<file path="config.mk">
export PLATFORM = sky130hd
export DESIGN_NAME = scmi_reg_arbiter
export DESIGN_NICKNAME = d
export VERILOG_FILES = /design/src/rtl/scmi_reg_arbiter.sv
export SDC_FILE = /design/constraint.sdc
export NUM_CORES = 1
export LEC_CHECK = 0
export CAP_MARGIN = 40
export CORE_AREA = 2 2 147 149
export CTS_BUF_LIST = sky130_fd_sc_hd__clkbuf_16
export CTS_CLUSTER_SIZE = 14
export DETAILED_ROUTE_END_ITERATION = 12
export DIE_AREA = 0 0 149 151
export GPL_TIMING_DRIVEN = 0
export MAX_ROUTING_LAYER = met4
export SETUP_SLACK_MARGIN = 0.1
export SLEW_MARGIN = 20
export SYNTH_ARGS = -nofsm -noshare
export SYNTH_HDL_FRONTEND = slang
export SYNTH_SLANG_ARGS = --single-unit
export TNS_END_PERCENT = 20
</file>
<file path="constraint.sdc">
create_clock -name clk_i -period 1.1 [get_ports clk_i]
set_input_delay 0.165 -clock clk_i [delete_from_list [all_inputs] [get_ports clk_i]]
set_output_delay 0.165 -clock clk_i [all_outputs]
set_load 0.005 [all_outputs]
</file>
<file path="src/rtl/scmi_reg_arbiter.sv">
// rtl/scmi_reg_arbiter.sv - round-robin arbiter sharing the SCMI mailbox reg bus between requesters
// Adds one registered arbitration cycle per transaction; lock keeps the grant across RMW sequences.
module scmi_reg_arbiter #(
  parameter int NumReq    = 2,
  parameter int AddrWidth = 64,
  parameter int DataWidth = 32
) (
  input  logic                            clk_i,
  input  logic                            rst_i,
  input  logic [NumReq-1:0]               req_valid_i,
  input  logic [NumReq-1:0]               req_write_i,
  input  logic [NumReq-1:0]               req_lock_i,
  input  logic [NumReq*AddrWidth-1:0]     req_addr_i,
  input  logic [NumReq*DataWidth-1:0]     req_wdata_i,
  input  logic [NumReq*DataWidth/8-1:0]   req_wstrb_i,
  output logic [NumReq-1:0]               req_ready_o,
  output logic [DataWidth-1:0]            req_rdata_o,
  output logic                            req_error_o,
  output logic                            reg_valid_o,
  output logic                            reg_write_o,
  output logic [AddrWidth-1:0]            reg_addr_o,
  output logic [DataWidth-1:0]            reg_wdata_o,
  output logic [DataWidth/8-1:0]          reg_wstrb_o,
  input  logic                            reg_ready_i,
  input  logic [DataWidth-1:0]            reg_rdata_i,
  input  logic                            reg_error_i,
  output logic [$clog2(NumReq)-1:0]       grant_o,
  output logic                            busy_o
);

  localparam int IdxW = $clog2(NumReq);
  localparam int StrbWidth = DataWidth / 8;
  localparam int unsigned NumReqU = NumReq;

  typedef enum logic {IDLE, BUSY} state_e;

  state_e          state_q, state_d;
  logic [IdxW-1:0] ptr_q, ptr_d;
  logic [IdxW-1:0] grant_q, grant_d;
  logic            locked_q, locked_d;
  logic            pick_found;
  logic [IdxW-1:0] pick_idx;
  logic            busy;
  logic            gnt_valid;

  // Index arithmetic modulo NumReq so non-power-of-2 requester counts wrap correctly.
  function automatic logic [IdxW-1:0] wrap_add(input logic [IdxW-1:0] base,
                                               input int unsigned off);
    int unsigned s;
    s = 32'(base) + off;
    if (s >= NumReqU) s = s - NumReqU;
    return s[IdxW-1:0];
  endfunction

  assign busy      = (state_q == BUSY);
  assign gnt_valid = req_valid_i[grant_q];

  always_comb begin
    pick_found = 1'b0;
    pick_idx   = '0;
    for (int unsigned i = 0; i < NumReqU; i++) begin
      if (!pick_found && req_valid_i[wrap_add(ptr_q, i)]) begin
        pick_found = 1'b1;
        pick_idx   = wrap_add(ptr_q, i);
      end
    end
  end

  always_ff @(posedge clk_i or posedge rst_i) begin
    if (rst_i) begin
      state_q  <= IDLE;
      ptr_q    <= '0;
      grant_q  <= '0;
      locked_q <= 1'b0;
    end else begin
      state_q  <= state_d;
      ptr_q    <= ptr_d;
      grant_q  <= grant_d;
      locked_q <= locked_d;
    end
  end

  always_comb begin
    state_d  = state_q;
    ptr_d    = ptr_q;
    grant_d  = grant_q;
    locked_d = locked_q;
    case (state_q)
      IDLE: begin
        if (locked_q) begin
          // Locked owner either starts its next txn or releases the lock by idling.
          if (gnt_valid) state_d = BUSY;
          else if (!req_lock_i[grant_q]) locked_d = 1'b0;
        end else if (pick_found) begin
          grant_d = pick_idx;
          state_d = BUSY;
        end
      end
      BUSY: begin
        if (!gnt_valid) begin
          state_d  = IDLE;
          locked_d = 1'b0;
          ptr_d    = wrap_add(grant_q, 1);
        end else if (reg_ready_i) begin
          state_d  = IDLE;
          locked_d = req_lock_i[grant_q];
          if (!req_lock_i[grant_q]) ptr_d = wrap_add(grant_q, 1);
        end
      end
      default: state_d = IDLE;
    endcase
  end

  assign reg_valid_o = busy & gnt_valid;
  assign reg_write_o = busy & req_write_i[grant_q];
  assign reg_addr_o  = busy ? req_addr_i[int'(grant_q)*AddrWidth +: AddrWidth] : '0;
  assign reg_wdata_o = busy ? req_wdata_i[int'(grant_q)*DataWidth +: DataWidth] : '0;
  assign reg_wstrb_o = busy ? req_wstrb_i[int'(grant_q)*StrbWidth +: StrbWidth] : '0;

  always_comb begin
    req_ready_o = '0;
    if (busy && gnt_valid && reg_ready_i) req_ready_o[grant_q] = 1'b1;
  end

  assign req_rdata_o = busy ? reg_rdata_i : '0;
  assign req_error_o = busy & reg_error_i;
  assign grant_o     = grant_q;
  assign busy_o      = busy;

endmodule
</file>
**Word level (Yosys, flattened, before mapping)**

Cells that the tools add are included.

- Register bits: 4
- Output and inout bits: 139

- Add/subtract/negate cells: 5
- $lt $le $gt $ge: 7
- Equal/unequal tests: 3
- Shift operators: 3
- Muxes and demuxes: 39
- Bitwise gates (word level): 5
- Reductions and logical operators: 7

Operators by type and width:

| kind | count |
|---|---|
| 128-bit by 8-bit variable part select with 64-bit output | 1 |
| 32-bit 2-to-1 mux | 2 |
| 64-bit 2-to-1 mux | 1 |
| 64-bit by 7-bit variable part select with 32-bit output | 1 |
| 1-bit 2-to-1 mux | 31 |
| 8-bit by 4-bit variable part select with 4-bit output | 1 |
| 1-bit by 2-bit < comparator with 1-bit output, second input constant | 3 |
| 3-bit AND reduction | 2 |
| 1-bit by 1-bit adder with 2-bit output, second input constant | 2 |
| 2-bit >= comparator, second input constant | 2 |
| 1-bit logical AND | 4 |
| 4-bit 2-to-1 mux | 1 |
| 2-bit != test, second input constant | 2 |
| 1-bit case mux with 2 select lines | 2 |
| 1-bit bitwise AND | 3 |
| 3-bit != test, second input constant | 1 |
| 1-bit subtractor, second input constant | 3 |
| 1-bit by 2-bit >= comparator with 1-bit output, second input constant | 1 |
| 2-bit 2-to-1 mux | 1 |
| 1-bit NOT | 2 |
| 1-bit demux with 1-bit select | 1 |
| 1-bit >= comparator, second input constant | 1 |
| 1-bit logical NOT | 1 |

**Longest topological paths before layout**

- Depth after elaboration: 11
- Gate-level depth with buffers: 5
- Gate-level depth less buffers: 3

**Worst setup path before layout**

Ideal clock, no wire load.

- Path type: register to output
- Start point: reg grant_q, in the netlist grant_o
- End point: out reg_addr_o[40]
- Data arrival time: 1046 ps
- Data required time: 935 ps
- Setup slack: -111 ps
- Cell stages (with the launch flop): 6
- Buffers on the path: 3
- Path through: dfrtp_1 -> buf_6 -> buf_6 -> buf_8 -> mux2i_1 -> nor2_1

- Longest elaborated chain between the ends: 2

Ends and longest elaborated chain:

| element | RTL line | text |
|---|---|---|
| start: declaration | 39 | `logic [IdxW-1:0] grant_q, grant_d;` |
| start signal: assignment | 78 | `grant_q <= grant_d;` |
| 128-bit by 8-bit variable part select with 64-bit output | 116 | `assign reg_addr_o = busy ? req_addr_i[int'(grant_q)*AddrWidth +: AddrWidth] : '0;` |
| 64-bit 2-to-1 mux | 116 |  |
| end: declaration | 21 | `output logic [AddrWidth-1:0] reg_addr_o,` |

Every way passes these cells.

**Final worst setup path**

- Start point: reg grant_q, in the netlist grant_o
- End point: out reg_valid_o

- Longest elaborated chain between the ends: 3

Ends and longest elaborated chain:

| element | RTL line | text |
|---|---|---|
| 1-bit 2-to-1 mux (implied by the code) (2 in series) | 56 | `assign gnt_valid = req_valid_i[grant_q];` |
| 1-bit bitwise AND | 114 | `assign reg_valid_o = busy & gnt_valid;` |
| end: declaration | 19 | `output logic reg_valid_o,` |

Every way passes these cells. The select of a mux whose other input is x is not followed.

==> impl_results.md <==
* P_sw at 4.79 mW
* RSZ-0062 raised after global routing: true
* Sequential power share at 2.6%
* Max Fclk at 562 MHz
* Dpl cells at 945
* Synth warnings at 0
* Fin util at 31.1%
* Vias per inst at between 3 and 4
* Hold Crit Class: input pin to async pin
* Worst Path Max Fanout at 6
* Grt ovf at 0
* Slew Limit Fails at 0
* Final WL at 14600 um
* Worst Setup Start Kind: register
* Vias in the first global route at 3706
* Endpoint class of the critical path: output pin
* Setup TNS at -65430 ps
* Status: finished with violations
* First-pass GRT wire length at 20700 um
* Hold_buf cts at 0
* Total GRT Usage at 12.2%
* Rel. slew slack at 80.6%
* Row count at between 50 and 60
* CTS tree: built
* P_leak at 3.15 nW
* CTS clock-pin slew for the worst setup and hold paths at 30 ps
* Clk_skew at 0.557 ps
* # diodes at 0
* Drt pass-1 iters at 4
* Clk_lat worst skew at 220 ps
* Die Span Y at 151 um
* Maximum vdd ir drop at roughly 690 uV
* Setup WS pre-CTS at -1080 ps
* 1st-iter DRT viols at 67
* Maximum Capacitance Violations at 0
* Layout cells sized above 1 at approximately a third
* Worst Path Required at 940 ps
* Flop-to-flop setup slack at -510 ps
* DRC Markers at 0
* Clk sinks at 4
* Synthesized Nets at 532
* Crit path time final at 1780 ps
* Vias at 3582
* Failing checks: negative setup slack
* Commonest non-fill, non-tap cell in the layout: clkdlybuf4s50_1
* Detail Placement HPWL at 11900 um
* Final std cells w/o fill at between 900 and 1000
* Avg WL per Cell at 14.8 um
* Syn_area_per_cell at 7.06 um2
* Critical path arrival at 1610 ps
* Mapped Area at 2050 um2
* FF-to-FF path depth at 7
* Routed Antenna Nets at 0
* Port bufs at 380
* TritonCTS Buffers at 3
* Routability Congestion at 0.745
* Initial antenna violation count at 0
* Setup ws final at -679 ps
* Die width at roughly 150 um
* Core box area at 20800 um2
* Final setup viols at 140
* Post-Synthesis Cells at 290
* CTS Root Cell: clkbuf_16
* Commonest non-fill, non-tap cells in the layout: 241 x clkdlybuf4s50_1, 101 x nor2_1, 95 x mux2i_1, 95 x buf_2, 34 x clkbuf_2
* PD cells at 1900 nW/um2
* Die Area at 22500 um2
* Layout Area Growth over Synthesis at 216%
* Period utilisation layout at 162%
* Slew @ Worst Pin at about 290 ps
* Post-synthesis register bit count at 4
* Seq/Total Area, Yosys at 4.89%
* Pint at 7.49 mW
* Clock Power Share at 4.6%
* CTS H-tree lvls at 1
* Gate power share at 92.8%
* Boundary Pins at 381
* Starting Density at 9.83%
* Clock buffer depth at 2
* Endpoints failing hold at 0
* Critical R2R Capture: locked_q
* Final-stage net count at 952
* Sw Share at around 39%
* Worst R2R Start: grant_o
* Post-synth cell types at 21
* Pin count of the biggest net entering global routing at 11
* Setup CP Type: register to output pin
cell usage after synthesis, drive strengths merged:
| cell | instances | area [um2] |
|---|---|---|
| buf | 19 | 168 |
| dfrtp | 4 | 100 |
| clkbuf | 8 | 30.0 |
| a31oi | 1 | 6.26 |
| nand3 | 3 | 15.0 |
| mux2 | 2 | 30.0 |
| o211ai | 2 | 15.0 |
| nand2 | 3 | 11.3 |
| or4 | 1 | 7.51 |
| a21oi | 2 | 10.0 |
| and2 | 34 | 213 |
| nor2 | 103 | 387 |
| mux2i | 101 | 1010 |
| nand4 | 1 | 6.26 |
| nor3b | 2 | 15.0 |
| o221a | 1 | 11.3 |
| inv | 3 | 11.3 |
registers in the layout, indices dropped and copies added (netlist names):
name,cells
ptr_q,1
busy_o,1
locked_q,1
grant_o,1
worst max-delay path: stages (launching register included):
cell and delay (ps):
dfrtp_1 400, buf_12 160, buf_4 140, buf_6 110, mux2_4 300, and2_4 160
buf_2 120
power groups by stage:
stage | clock network, mW | registers, mW | logic, mW
2_1_floorplan | 0 | 0.276 | 4.51
3_3_place_gp | 0 | 0.313 | 9.89
3_5_place_dp | 0 | 0.312 | 9.86
4_1_cts | 0.567 | 0.306 | 11.7
5_1_grt | 0.591 | 0.320 | 12.3
6_report | 0.565 | 0.315 | 11.4
stage by stage:
| step | hold WS, ps | instance area [um2] | power (mW) |
|---|---|---|---|
| 4_1_cts | 228 | 6600 | 12.6 |
| 6_report | 194 | 6470 | 12.3 |
| 3_5_place_dp | 458 | 6210 | 10.2 |
| 2_1_floorplan | -68.9 | 2060 | 4.79 |
| 3_3_place_gp | 480 | 6210 | 10.2 |
| 5_1_grt | 249 | 6470 | 13.2 |
area by class of cell:
cell class	instances	area, um2
Inverter	3	11.3
Timing Repair Buffer	416	3730
Multi-Input combinational cell	256	1830
Clock buffer	3	75.1
Tap cell	275	344
Buffer	26	379
Fill cell	2266	14400
Sequential cell	4	101
how the worst max path moves through the flow:
stage / start / endpoint / slack [ps] / depth (start not counted)
finish: grant_o / reg_valid_o / -680 / 6
global route: grant_o / reg_wdata_o[10] / -720 / 7
CTS: grant_o / reg_wdata_o[0] / -680 / 7
detailed placement: busy_o / req_rdata_o[27] / -1080 / 4
global placement: busy_o / req_rdata_o[27] / -1060 / 4
floorplan: grant_o / locked_q / -90 / 4
kinds of logic after synthesis:
| family | synth area share [%] |
|---|---|
| flops | 4.89 |
| buf+inv | 10.2 |
| compound gates | 2.08 |
| mux | 50.9 |
| simple gates | 32.0 |
what timing repair did:
action / 4_1_cts / 5_1_grt
gates cloned: 8 / 2
setup buffers: 24 / 5
setup endpoints to repair: 143 / 143
gates resized for setup: 534 / 77
pin swaps: 13 / 17
layer usage:
layer	GRT usage, %	vias to the layer above	share of wire, %
li1	-	1810	-
met1	14.8	1570	40
met2	21.4	192	52
met3	2.20	10	6.9
met4	2.29	0	1.1
met5	-	-	0
Power figures use the tool's default switching activity.
